File: src/rtl/parity_pkg.sv
// Shared types and constants for the parity serial transmitter.
package parity_pkg;

   localparam int   DATA_BITS  = 8;
   localparam logic IDLE_LEVEL = 1'b1;

   typedef enum logic [2:0] {
      IDLE,
      START,
      DATA,
      PARITY,
      STOP
   } tx_state_t;

endpackage

File: src/rtl/parity_serial_tx_baud.sv
// Baud tick generator: o_tick is high on the last cycle of each serial bit.
// Counter is held at zero while i_clear is high so every frame starts aligned.
module parity_baud_tick #(
   parameter int CLKS_PER_BIT = 4
) (
   input  logic i_clk,
   input  logic i_reset,
   input  logic i_clear,
   output logic o_tick
);

   localparam logic [15:0] TERM = 16'(CLKS_PER_BIT - 1);

   logic [15:0] r_cnt;

   assign o_tick = (r_cnt == TERM);

   // Count 0..CLKS_PER_BIT-1 and wrap; with one clock per bit it stays at 0.
   always_ff @(posedge i_clk) begin
      if (i_reset || i_clear || o_tick) begin
         r_cnt <= '0;
      end else begin
         r_cnt <= r_cnt + 16'd1;
      end
   end

endmodule

File: src/rtl/parity_serial_tx.sv
// Serialises a byte plus parity as start, 8 data bits LSB first, parity, stop.
// Optional feature macro: PARITY_SERIAL_TX_ERR_INJ_EN adds err_inj, which
// inverts the transmitted parity bit of the frame accepted with it high.
module parity_serial_tx
   import parity_pkg::*;
#(
   parameter int CLKS_PER_BIT = 4,
   parameter int ODD_PARITY   = 0,
   parameter int STOP_BITS    = 1
) (
   input  logic       clk,
   input  logic       reset,
`ifdef PARITY_SERIAL_TX_ERR_INJ_EN
   input  logic       err_inj,
`endif
   input  logic [7:0] data_in,
   input  logic       parity_in,
   input  logic       data_valid,
   output logic       data_ready,
   output logic       tx_out,
   output logic       tx_busy,
   output logic       frame_done
);

   tx_state_t   r_state;
   tx_state_t   w_next_state;
   logic [7:0]  r_shift;
   logic        r_parity;
   logic [2:0]  r_bit_idx;
   logic        r_stop_idx;
   logic        w_tick;
   logic        w_err;
   logic        w_accept;
   logic        w_last_stop;

`ifdef PARITY_SERIAL_TX_ERR_INJ_EN
   assign w_err = err_inj;
`else
   assign w_err = 1'b0;
`endif

   assign w_accept    = (r_state == IDLE) && data_valid;
   assign w_last_stop = (r_stop_idx == 1'(STOP_BITS - 1));

   parity_baud_tick #(
      .CLKS_PER_BIT(CLKS_PER_BIT)
   ) u_baud (
      .i_clk   (clk),
      .i_reset (reset),
      .i_clear (r_state == IDLE),
      .o_tick  (w_tick)
   );

   // State register plus frame datapath (shift register, parity, bit counters).
   always_ff @(posedge clk) begin
      if (reset) begin
         r_state    <= IDLE;
         r_shift    <= '0;
         r_parity   <= 1'b0;
         r_bit_idx  <= '0;
         r_stop_idx <= 1'b0;
      end else begin
         r_state <= w_next_state;
         if (w_accept) begin
            r_shift    <= data_in;
            r_parity   <= parity_in ^ (ODD_PARITY != 0) ^ w_err;
            r_bit_idx  <= '0;
            r_stop_idx <= 1'b0;
         end else if (w_tick && (r_state == DATA)) begin
            r_shift   <= r_shift >> 1;
            r_bit_idx <= r_bit_idx + 3'd1;
         end else if (w_tick && (r_state == STOP)) begin
            r_stop_idx <= r_stop_idx + 1'b1;
         end
      end
   end

   // Next-state decode and per-state line/handshake outputs.
   always_comb begin
      w_next_state = r_state;
      tx_out       = IDLE_LEVEL;
      data_ready   = 1'b0;
      tx_busy      = 1'b1;
      frame_done   = 1'b0;
      case (r_state)
         IDLE: begin
            data_ready = 1'b1;
            tx_busy    = 1'b0;
            if (data_valid) w_next_state = START;
         end
         START: begin
            tx_out = 1'b0;
            if (w_tick) w_next_state = DATA;
         end
         DATA: begin
            tx_out = r_shift[0];
            if (w_tick && (r_bit_idx == 3'(DATA_BITS - 1))) w_next_state = PARITY;
         end
         PARITY: begin
            tx_out = r_parity;
            if (w_tick) w_next_state = STOP;
         end
         STOP: begin
            tx_out = IDLE_LEVEL;
            if (w_tick && w_last_stop) begin
               frame_done   = 1'b1;
               w_next_state = IDLE;
            end
         end
         default: w_next_state = IDLE;
      endcase
   end

endmodule

File: config.mk
export PLATFORM = sky130hd
export DESIGN_NAME = parity_serial_tx
export DESIGN_NICKNAME = d
export VERILOG_FILES = /design/src/rtl/parity_pkg.sv /design/src/rtl/parity_serial_tx_baud.sv /design/src/rtl/parity_serial_tx.sv
export SDC_FILE = /design/constraint.sdc
export NUM_CORES = 1
export LEC_CHECK = 0
export BUFFER_PORTS_ARGS = -buffer_cell sky130_fd_sc_hd__buf_2
export CAP_MARGIN = 20
export CORE_ASPECT_RATIO = 1.5
export CORE_MARGIN = 2
export CORE_UTILIZATION = 52
export DETAILED_ROUTE_END_ITERATION = 10
export GPL_ROUTABILITY_DRIVEN = 0
export PLACE_DENSITY = 0.73
export SYNTH_ARGS = -nofsm -noshare
export SYNTH_HDL_FRONTEND = slang
export SYNTH_SLANG_ARGS = --single-unit
File: constraint.sdc
create_clock -name clk -period 1.74 [get_ports clk]
set_input_delay 0.435 -clock clk [delete_from_list [all_inputs] [get_ports clk]]
set_output_delay 0.435 -clock clk [all_outputs]
set_load 0.01 [all_outputs]
# ---- Yosys cells after proc, flatten, opt, wreduce, memory -nomap -nowiden
# Index checks and enable logic that the tools add are counted.
dict set report word_totals {
  regBits 32
  in_bits 12
  elab_cells 47
}
dict set report op_classes {
  bitwise_logic 2
  n_mux 13
  addsub 3
  reduce_logical 12
  n_eq_ne 11
}
# cell n
set op_table {}
lappend op_table {{$add A16 B1 Y16 const B} 1}
lappend op_table {{$eq A16 B2 Y1 const B} 1}
lappend op_table {{$mux W8} 2}
lappend op_table {{$mux W3} 5}
lappend op_table {{$pmux W3 S5} 1}
lappend op_table {{$ne A2 B1 Y1 const B} 4}
lappend op_table {{$eq A3 B2 Y1 const B} 2}
lappend op_table {{$eq A3 B3 Y1 const B} 2}
lappend op_table {{$logic_and A1 B1 Y1} 5}
lappend op_table {{$reduce_and A5 Y1} 1}
lappend op_table {{$mux W1} 4}
lappend op_table {{$add A3 B1 Y3 const B} 1}
lappend op_table {{$eq A3 B1 Y1 const B} 1}
lappend op_table {{$logic_not A3 Y1} 1}
lappend op_table {{$pmux W1 S3} 1}
lappend op_table {{$logic_or A1 B1 Y1} 2}
lappend op_table {{$ne A2 B2 Y1 const B} 1}
lappend op_table {{$not A1 Y1} 2}
lappend op_table {{$reduce_and A2 Y1} 1}
lappend op_table {{$reduce_bool A2 Y1} 1}
lappend op_table {{$reduce_or A2 Y1} 1}
lappend op_table {{$add A1 B1 Y1 const B} 1}

# ---- Depth between registers and ports, before layout
# Gate-level depths: netlist of run 1.
dict set report logic_depth {
  ltp_word 4
  ltp_mapped 7
  ltp_nobuf 5
}

# ---- Cells and area by module
# A second synthesis of run 1 with hierarchy kept.
dict set report hier_totals {
  hier_cells 170
  hier_area_um2 1616.6
}
# mod instances cells_per_inst area_each_um2
set modules_own_cells {}
lappend modules_own_cells {parity_baud_tick 1 83 815.8}
lappend modules_own_cells {parity_serial_tx 1 87 800.8}

# ---- Least setup slack after synthesis of run 1
# No wires, ideal clock.
dict set report synth_timing {
  path_kind {reg2out}
  startpoint {register u_baud.r_cnt[0]}
  endpoint {output port frame_done}
  stages_incl_launch_ff 6
  required_ns 1.305
  setup_slack_ns -0.158
  t_arrival_ns 1.463
  path_buffers 0
  cell_sequence {dfxtp_1 -> ha_1 -> nor4b_2 -> nand4_2 -> or3_1 -> inv_1}
}
dict set report synth_via {
  elab_chain_cells 4
}
# element line_no
set synth_lines {}
lappend synth_lines {{start, declared} parity_serial_tx_baud.sv:14} ;# logic [15:0] r_cnt;
lappend synth_lines {{start signal, assigned} parity_serial_tx_baud.sv:23} ;# r_cnt <= r_cnt + 16'd1;
lappend synth_lines {{$eq A16 B2 Y1} parity_serial_tx_baud.sv:16} ;# assign o_tick = (r_cnt == TERM);
lappend synth_lines {{$logic_and A1 B1 Y1} parity_serial_tx.sv:105} ;# if (w_tick && w_last_stop) begin
lappend synth_lines {{$mux W1} parity_serial_tx.sv:105}
lappend synth_lines {{$mux W1} parity_serial_tx.sv:85} ;# case (r_state)
lappend synth_lines {{end, declared} parity_serial_tx.sv:22} ;# output logic frame_done
# No other way between the ends.

# ---- Worst setup path in the final report of run 1
dict set report layout_timing {
  startpoint {register u_baud.r_cnt[1]}
  endpoint {output port frame_done}
}
# Same word-level chain as after synthesis.

==> impl_results.md, run 1 <==
* Status: finished with violations
* Failing checks: setup timing
* Initial antenna violation count at 0
* Vias in the first global route at 1413
* Slew @ Worst Pin at roughly 0.34 ns
* Fraction of layout cells with a size suffix above 1 at 31.6%
* Die outline width at 49.3 um
* Mux cell area share after synthesis at 0%
* Crit path cell chain: ha_4 > nor4b_4 > nand4_2 > or3_4 > inv_2 > buf_6
* CP endpoint kind: output pin
* VDD IR-drop max at 910 uV
* Largest net degree at the start of global routing at 18
* Num rows at 24
* Cell variety after synth at between 40 and 50
* Fin. max-slew vios at 0
* Routed WL at 3.53 mm
* Boundary Pins at 16
* Clock Sinks at 32
* Async SR Flop Fraction at 0%
* Synth area leaders: dfxtp_1, nor2_1, a311oi_1, a21oi_1, nand3_1
* Initial Utilization at a little over half
* WP data arrival at 1.60 ns
* Final setup violation count at 1
* Area of the die at roughly 3500 um2
* I/O Buffers at 15
* Leakage at around 0.74 nW
* Worst R2R Start: u_baud.r_cnt[1]$_SDFF_PP0_
* Post-layout util at 68.4%
* Syn Inst Count at about 180
* Main combinational cell family by area after synthesis: simple AND/OR/NAND/NOR gates
* WHS at 0.388 ns
* Post-Synth XOR/XNOR Area at under 10%
* Pwr/cell area at 851 nW/um2
* CP Class: reg -> out
* Top-count cell post-synth: dfxtp_1
* CTS tree: yes
* Post-synth EDFFs at 0
* Setup Total Neg Slack at -0.296 ns
* Syn Nets at approximately 190
* CP Max Fanout at 2
* Int Power at about 1.3 mW
* Worst Setup SP: u_baud.r_cnt[1]$_SDFF_PP0_
* Worst-skew pair later-pin latency at about 0.29 ns
* Warnings, synthesis at 0
* P&R area growth vs syn at 24.6%
* CP Launch Type: register
* Slew HR at between 70% and 80%
* CP max stage delay at 0.35 ns
* Final ANT Viol Nets at 0
* Routed length per instance at between 10 and 15 um
* Synth cell count leaders: dfxtp_1, nor2_1, a21oi_1, nand3_1, nand2_1
* Global-route wire length before repair at approximately 5.8 mm
* CTS buffer count at 5
* Final worst setup slack at -0.296 ns
* Via/cell ratio at between 5 and 6
* Fin. Hold Viols at 0
* Fin crit period at roughly 2.0 ns
* CTS root buffer: clkbuf_8
* Seq pwr share at between 40% and 50%
* HPWL after DPL at roughly 2.6 mm
* Synth area leader: dfxtp_1
* Required time of the worst setup path at 1.30 ns
* DRT iter0 DRCs at 34
* Register area share after synthesis at between 40 and 50%
* Gr ovfl total at 0
* TritonRoute pass-1 iters at 5
* CTS Hold Bufs at 0
* Prevailing post-synth register cell: dfxtp_1
* Complex-gate fraction of the synthesized area at 15.3%
* Syn_area_per_cell at around 8.9 um2
* GRT Total Usage at about 21%
* # diodes at 0
* CP max-delay cell: dfxtp_2
* Final period utilization at 117%
* Sw Share at a little over a fifth
* Net Sw Power at 0.371 mW
* Max Freq at a little under 500 MHz
* Worst-path clk slew at roughly 0.07 ns
* Clock Skew at between 0.007 and 0.008 ns
* Synth Register Bits at 32
* CTS H-tree lvls at 2
* DRC at 0
* Clock power frac at about 46%
* Die Y at just over 70 um
* Unrepaired setup endpoints after global routing: true
* Maximum clock insertion buffer count at 2
* Hold path start: parity_in
* Max-Cap Viols at 0
* Total core area at ~3000 um2
* Post-synth top area share at about two fifths
* Hold Crit Class: in -> reg
* Post-synthesis simple-gate area fraction at roughly 29%
* Adder-cell area share of the yosys netlist at about 2.3%
* Vias at between 1000 and 1500
* Logic pwr share at under 10%
* Nets at about 230
* Post-Syn Area at 1600 um2
## worst max-delay path: cells and delay by family, from the launching register on
kind / cells / cell delay (ns)
adder cells (fa/ha/maj): 1 / 0.14
flip-flops: 1 / 0.35
buffers and inverters: 2 / 0.15
AND/OR/NAND/NOR: 3 / 0.68
## area by class of cell
type,instances,area [um2]
Fill cell,242,921
Multi-Input combinational cell,132,905
Sequential cell,32,649
Timing Repair Buffer,35,244
Clock buffer,7,96.3
Tap cell,39,48.8
Clock inverter,1,30.0
Inverter,5,18.8
## power by group through the flow
| stage | combinational, mW | sequential (mW) | clock [mW] |
|---|---|---|---|
| 2_1_floorplan | 0.0986 | 0.785 | 0 |
| 5_1_grt | 0.152 | 0.781 | 0.819 |
| 4_1_cts | 0.129 | 0.779 | 0.796 |
| 3_3_place_gp | 0.120 | 0.792 | 0 |
| 6_report | 0.136 | 0.779 | 0.781 |
| 3_5_place_dp | 0.127 | 0.794 | 0 |
## per-stage QoR
step / total power [mW] / setup WS, ns / cells / area (um2)
global placement: 0.912 / -0.0179 / 242 / 1800
CTS: 1.70 / -0.323 / 254 / 1980
detailed placement: 0.921 / -0.0588 / 242 / 1800
finish: 1.70 / -0.296 / 251 / 1990
global route: 1.75 / -0.348 / 251 / 1990
floorplan: 0.884 / -0.00867 / 179 / 1630
## repair_timing
item	in CTS	in global routing
resized for setup	10	7
endpoints found under the setup margin	2	19
setup buffers	4	0
pin swaps	4	1
## flip-flops by register name, summed over array words and instances (netlist names)
| register | flops |
|---|---|
| r_bit_idx | 3 |
| r_parity | 1 |
| r_shift | 8 |
| r_state | 3 |
| r_stop_idx | 1 |
| u_baud.r_cnt | 16 |
## path summary, 6_finish.rpt
check                             to  cells after the start  slack, ns
min reg2reg    r_parity$_SDFFE_PP0P_                      2       0.48
min            r_parity$_SDFFE_PP0P_                      3       0.39
max reg2reg  r_shift[4]$_SDFFE_PP0P_                      6       0.08
max                       frame_done                      6      -0.30
## cell families (layout without fill, tap and decap cells)
kind of cell | after synthesis | in the layout
XOR/XNOR | 11 | 11
buffers and inverters | 15 | 48
adder cells (fa/ha/maj) | 3 | 3
AO/OA/AOI/OAI | 39 | 39
AND/OR/NAND/NOR | 79 | 79
flip-flops | 32 | 32
## cell usage in the layout, fill, tap and decap left out, types with 2 or more instances in the layout
cell       n
nor2_1    23
nand4_1    5
buf_2     14
xor2_1     5
nand2_1   10
o21ai_1   12
o21ai_0    2
nor4_4     2
dfxtp_1   27
a21oi_1   11
a311oi_1   5
nor3_1     2
or3_4      3
inv_1      4
or3_1      3
ha_1       2
a311oi_2   2
dfxtp_2    4
xnor2_1    6
buf_4     19
nand3_1   12
nor4_1     3
and4_1     2
clkbuf_8   7
## layer usage
metal | track usage (%) | routed length (um)
met1 | 20.8 | 1340
met2 | 41.0 | 1950
met3 | 5.14 | 142
met4 | 11.7 | 95
met5 | 0 | 0
No activity file was read; power rests on OpenSTA's default activity.
==> run 2, diff against run 1 <==
--- a/config.mk
+++ b/config.mk
@@ -9,10 +9,11 @@
 export CAP_MARGIN = 20
 export CORE_ASPECT_RATIO = 1.5
 export CORE_MARGIN = 2
-export CORE_UTILIZATION = 52
+export CORE_UTILIZATION = 57
 export DETAILED_ROUTE_END_ITERATION = 10
 export GPL_ROUTABILITY_DRIVEN = 0
-export PLACE_DENSITY = 0.73
+export PLACE_DENSITY = 0.85
+export REMOVE_ABC_BUFFERS = 1
 export SYNTH_ARGS = -nofsm -noshare
 export SYNTH_HDL_FRONTEND = slang
 export SYNTH_SLANG_ARGS = --single-unit
==> constraint.sdc (replaced) <==
create_clock -name clk -period 2.15 [get_ports clk]
set_input_delay 0.5375 -clock clk [delete_from_list [all_inputs] [get_ports clk]]
set_output_delay 0.5375 -clock clk [all_outputs]
set_load 0.01 [all_outputs]
==> run 2 against run 1 <==
Compared with the run above: the run still ends with setup timing left; design area fell by 8.9%; critical path depth fell by 1; first-iteration DRC count fell by 12%; via count rose by 0.91%; utilization fell by 0.55 points; clock power fell by 38%; critical endpoint unchanged; largest power group is now sequential cells; highest routed layer unchanged.
==> impl_results.md, run 2 (same netlist as run 1, synthesis figures left out) <==
* Pwr/cell area at 666 nW/um2 (-22%)
* Routed length per instance at 14.8 um (+5.2%)
* Final period utilization at 102%
* FF/Latch Area at 644 um2 (-0.77%)
* Clock Skew at 0.00758 ns (+0.000350 ns)
* WHS at 0.478 ns (+0.0900 ns)
* Worst-skew pair later-pin latency at 0.29 ns (about the same)
* Status: finished with violations
* Slew HR at 60.2% (-17 points)
* Fraction of layout cells with a size suffix above 1 at 24.0% (-7.6 points)
* Gr ovfl total at 0 (unchanged)
* CTS H-tree lvls at 2 (unchanged)
* Maximum clock insertion buffer count at 2 (unchanged)
* Slew @ Worst Pin at 0.594 ns (+0.250 ns)
* Leakage at 0.652 nW (-12%)
* Worst-path clk slew at 0.07 ns (about the same)
* Unrepaired setup endpoints after global routing: true
* CTS Hold Bufs at 0 (unchanged)
* Initial Utilization at 59.7% (+4.9 points)
* CTS root buffer: clkbuf_8
* Fin. Hold Viols at 0 (unchanged)
* Num rows at 23 (-4.2%)
* Grt met2 use at 42.1% (+1.1 points)
* Final setup violation count at 1 (unchanged)
* Fin crit period at 2.20 ns
* CP Class: reg -> out
* WP data arrival at 1.66 ns (+0.06 ns)
* Via/cell ratio at 6.06 (+6.9%)
* Vias in the first global route at 1295 (-8.4%)
* Commonest non-fill, non-tap cell in the layout: dfxtp_1
* Final ANT Viol Nets at 0 (unchanged)
* Vias at 1436 (+0.91%)
* Buf+Inv Stages, Crit Path at 2 (unchanged)
* Routed WL at 3.50 mm (-0.71%)
* Biggest regs: u_baud.r_cnt: 16 flops, r_shift: 8 flops
* # diodes at 0 (unchanged)
* I/O Buffers at 15 (unchanged)
* Global routing usage on met1 at 22.4% (+1.6 points)
* Initial antenna violation count at 0 (unchanged)
* Global-route wire length before repair at 5.33 mm (-8.9%)
* Post-layout util at 67.8% (-0.55 points)
* CP max stage delay at 0.38 ns (+0.03 ns)
* GR peak layer: met2
* Met3 Use GR at 7.29% (+2.1 points)
* HPWL after DPL at 2.40 mm (-7.8%)
* Max reg flops at 16 (unchanged)
* Failing checks: setup timing
* Hold Crit Class: in -> reg
* CP Max Fanout at 6 (+4)
* DRC at 0 (unchanged)
* VDD IR-drop max at 465 uV (-49%)
* Boundary Pins at 16 (unchanged)
* Area of the die at 3250 um2 (-8.2%)
* CP Launch Type: register
* Area of the multi-input gates at 872 um2 (-3.6%)
* TritonRoute pass-1 iters at 4 (-1)
* P&R area growth vs syn at 13.5%
* GRT Total Usage at 23.0% (+1.5 points)
* Largest net degree at the start of global routing at 18 (unchanged)
* Fin. max-slew vios at 0 (unchanged)
* Final worst setup slack at -0.0487 ns (+0.247 ns)
* CP top delay family: simple AND/OR/NAND/NOR gates
* Commonest non-fill, non-tap cells in the layout: dfxtp_1, nor2_1, buf_2, a21oi_1, nand3_1
* Fill cells at 243 (+0.41%)
* Die Y at 68.9 um (-4.2%)
* Register bank with the most flops: u_baud.r_cnt
* Max-Cap Viols at 0 (unchanged)
* CTS buffer count at 5 (unchanged)
* Nets at 214 (-5.3%)
* Pwr Total at 1.21 mW (-29%)
* CP max-delay cell: dfxtp_1
* Max Freq at 455 MHz
* DRT iter0 DRCs at 30 (-12%)
* CTS tree: yes
* Die outline width at 47.2 um (-4.1%)
* Required time of the worst setup path at 1.61 ns (+0.31 ns)
* Total core area at 2680 um2 (-8.1%)
* Clock Sinks at 32 (unchanged)
* Crit path cell chain: nor4_4 > nand4_2 > or3_4 > inv_2 > buf_6
* CP endpoint kind: output pin
-- run 2: area by class of cell --
| cell class | count | area share, % |
|---|---|---|
| clock buffer | 6 | 4.55 |
| clock inverter | 2 | 0.551 |
| inverter | 5 | 1.03 |
| multi-input combinational | 132 | 48.0 |
| sequential | 32 | 35.5 |
| tap | 37 | 2.55 |
| timing repair buffer | 23 | 7.79 |
-- run 2: final timing paths --
| path | endpoint | slack, ns | cells after the start | startpoint |
|---|---|---|---|---|
| min reg2reg | r_shift[3]$_SDFFE_PP0P_ | 0.50 | 2 | r_shift[4]$_SDFFE_PP0P_ |
| max reg2reg | u_baud.r_cnt[11]$_SDFF_PP0_ | 0.24 | 8 | u_baud.r_cnt[1]$_SDFF_PP0_ |
| max | frame_done | -0.05 | 5 | u_baud.r_cnt[5]$_SDFF_PP0_ |
| min | r_parity$_SDFFE_PP0P_ | 0.48 | 3 | parity_in |
-- run 2: metal layers --
metal,wire length [um],part of all wire (%),vias up
li1,-,-,689
met1,1370,39,707
met2,1950,56,35
met3,144,4.1,5
met4,43,1.2,0
met5,0,0,-
-- run 2: timing repair --
| item | CTS | global route |
|---|---|---|
| hold endpoints to repair | 0 | 0 |
| setup endpoints to repair | 1 | 1 |
| gates resized for setup | 6 | 4 |
| setup buffers | 3 | 3 |
| pin swaps | 3 | 1 |
-- run 2: power breakdown --
group          switching, mW  internal, mW
clock network          0.226         0.255
registers             0.0159         0.614
logic                 0.0566        0.0421
-- run 2: worst register-to-register path: cells and delay by family (launching register included) --
kind                       cells  cell delay, ns
and+or+nand+nor                3            0.76
buffers and inverters          3            0.48
DFF                            1            0.34
adders and majority gates      1            0.16
AOI/OAI and AO/OA              1            0.11
-- run 2: per-stage QoR --
step	std cells	instance area (um2)	setup TNS, ns	setup slack (ns)
global route	237	1820	-0.130	-0.130
floorplan	169	1500	0	0.0127
global placement	223	1630	0	0.103
CTS	234	1770	-0.0552	-0.0552
finish	237	1820	-0.0487	-0.0487
detailed placement	223	1630	0	0.0588
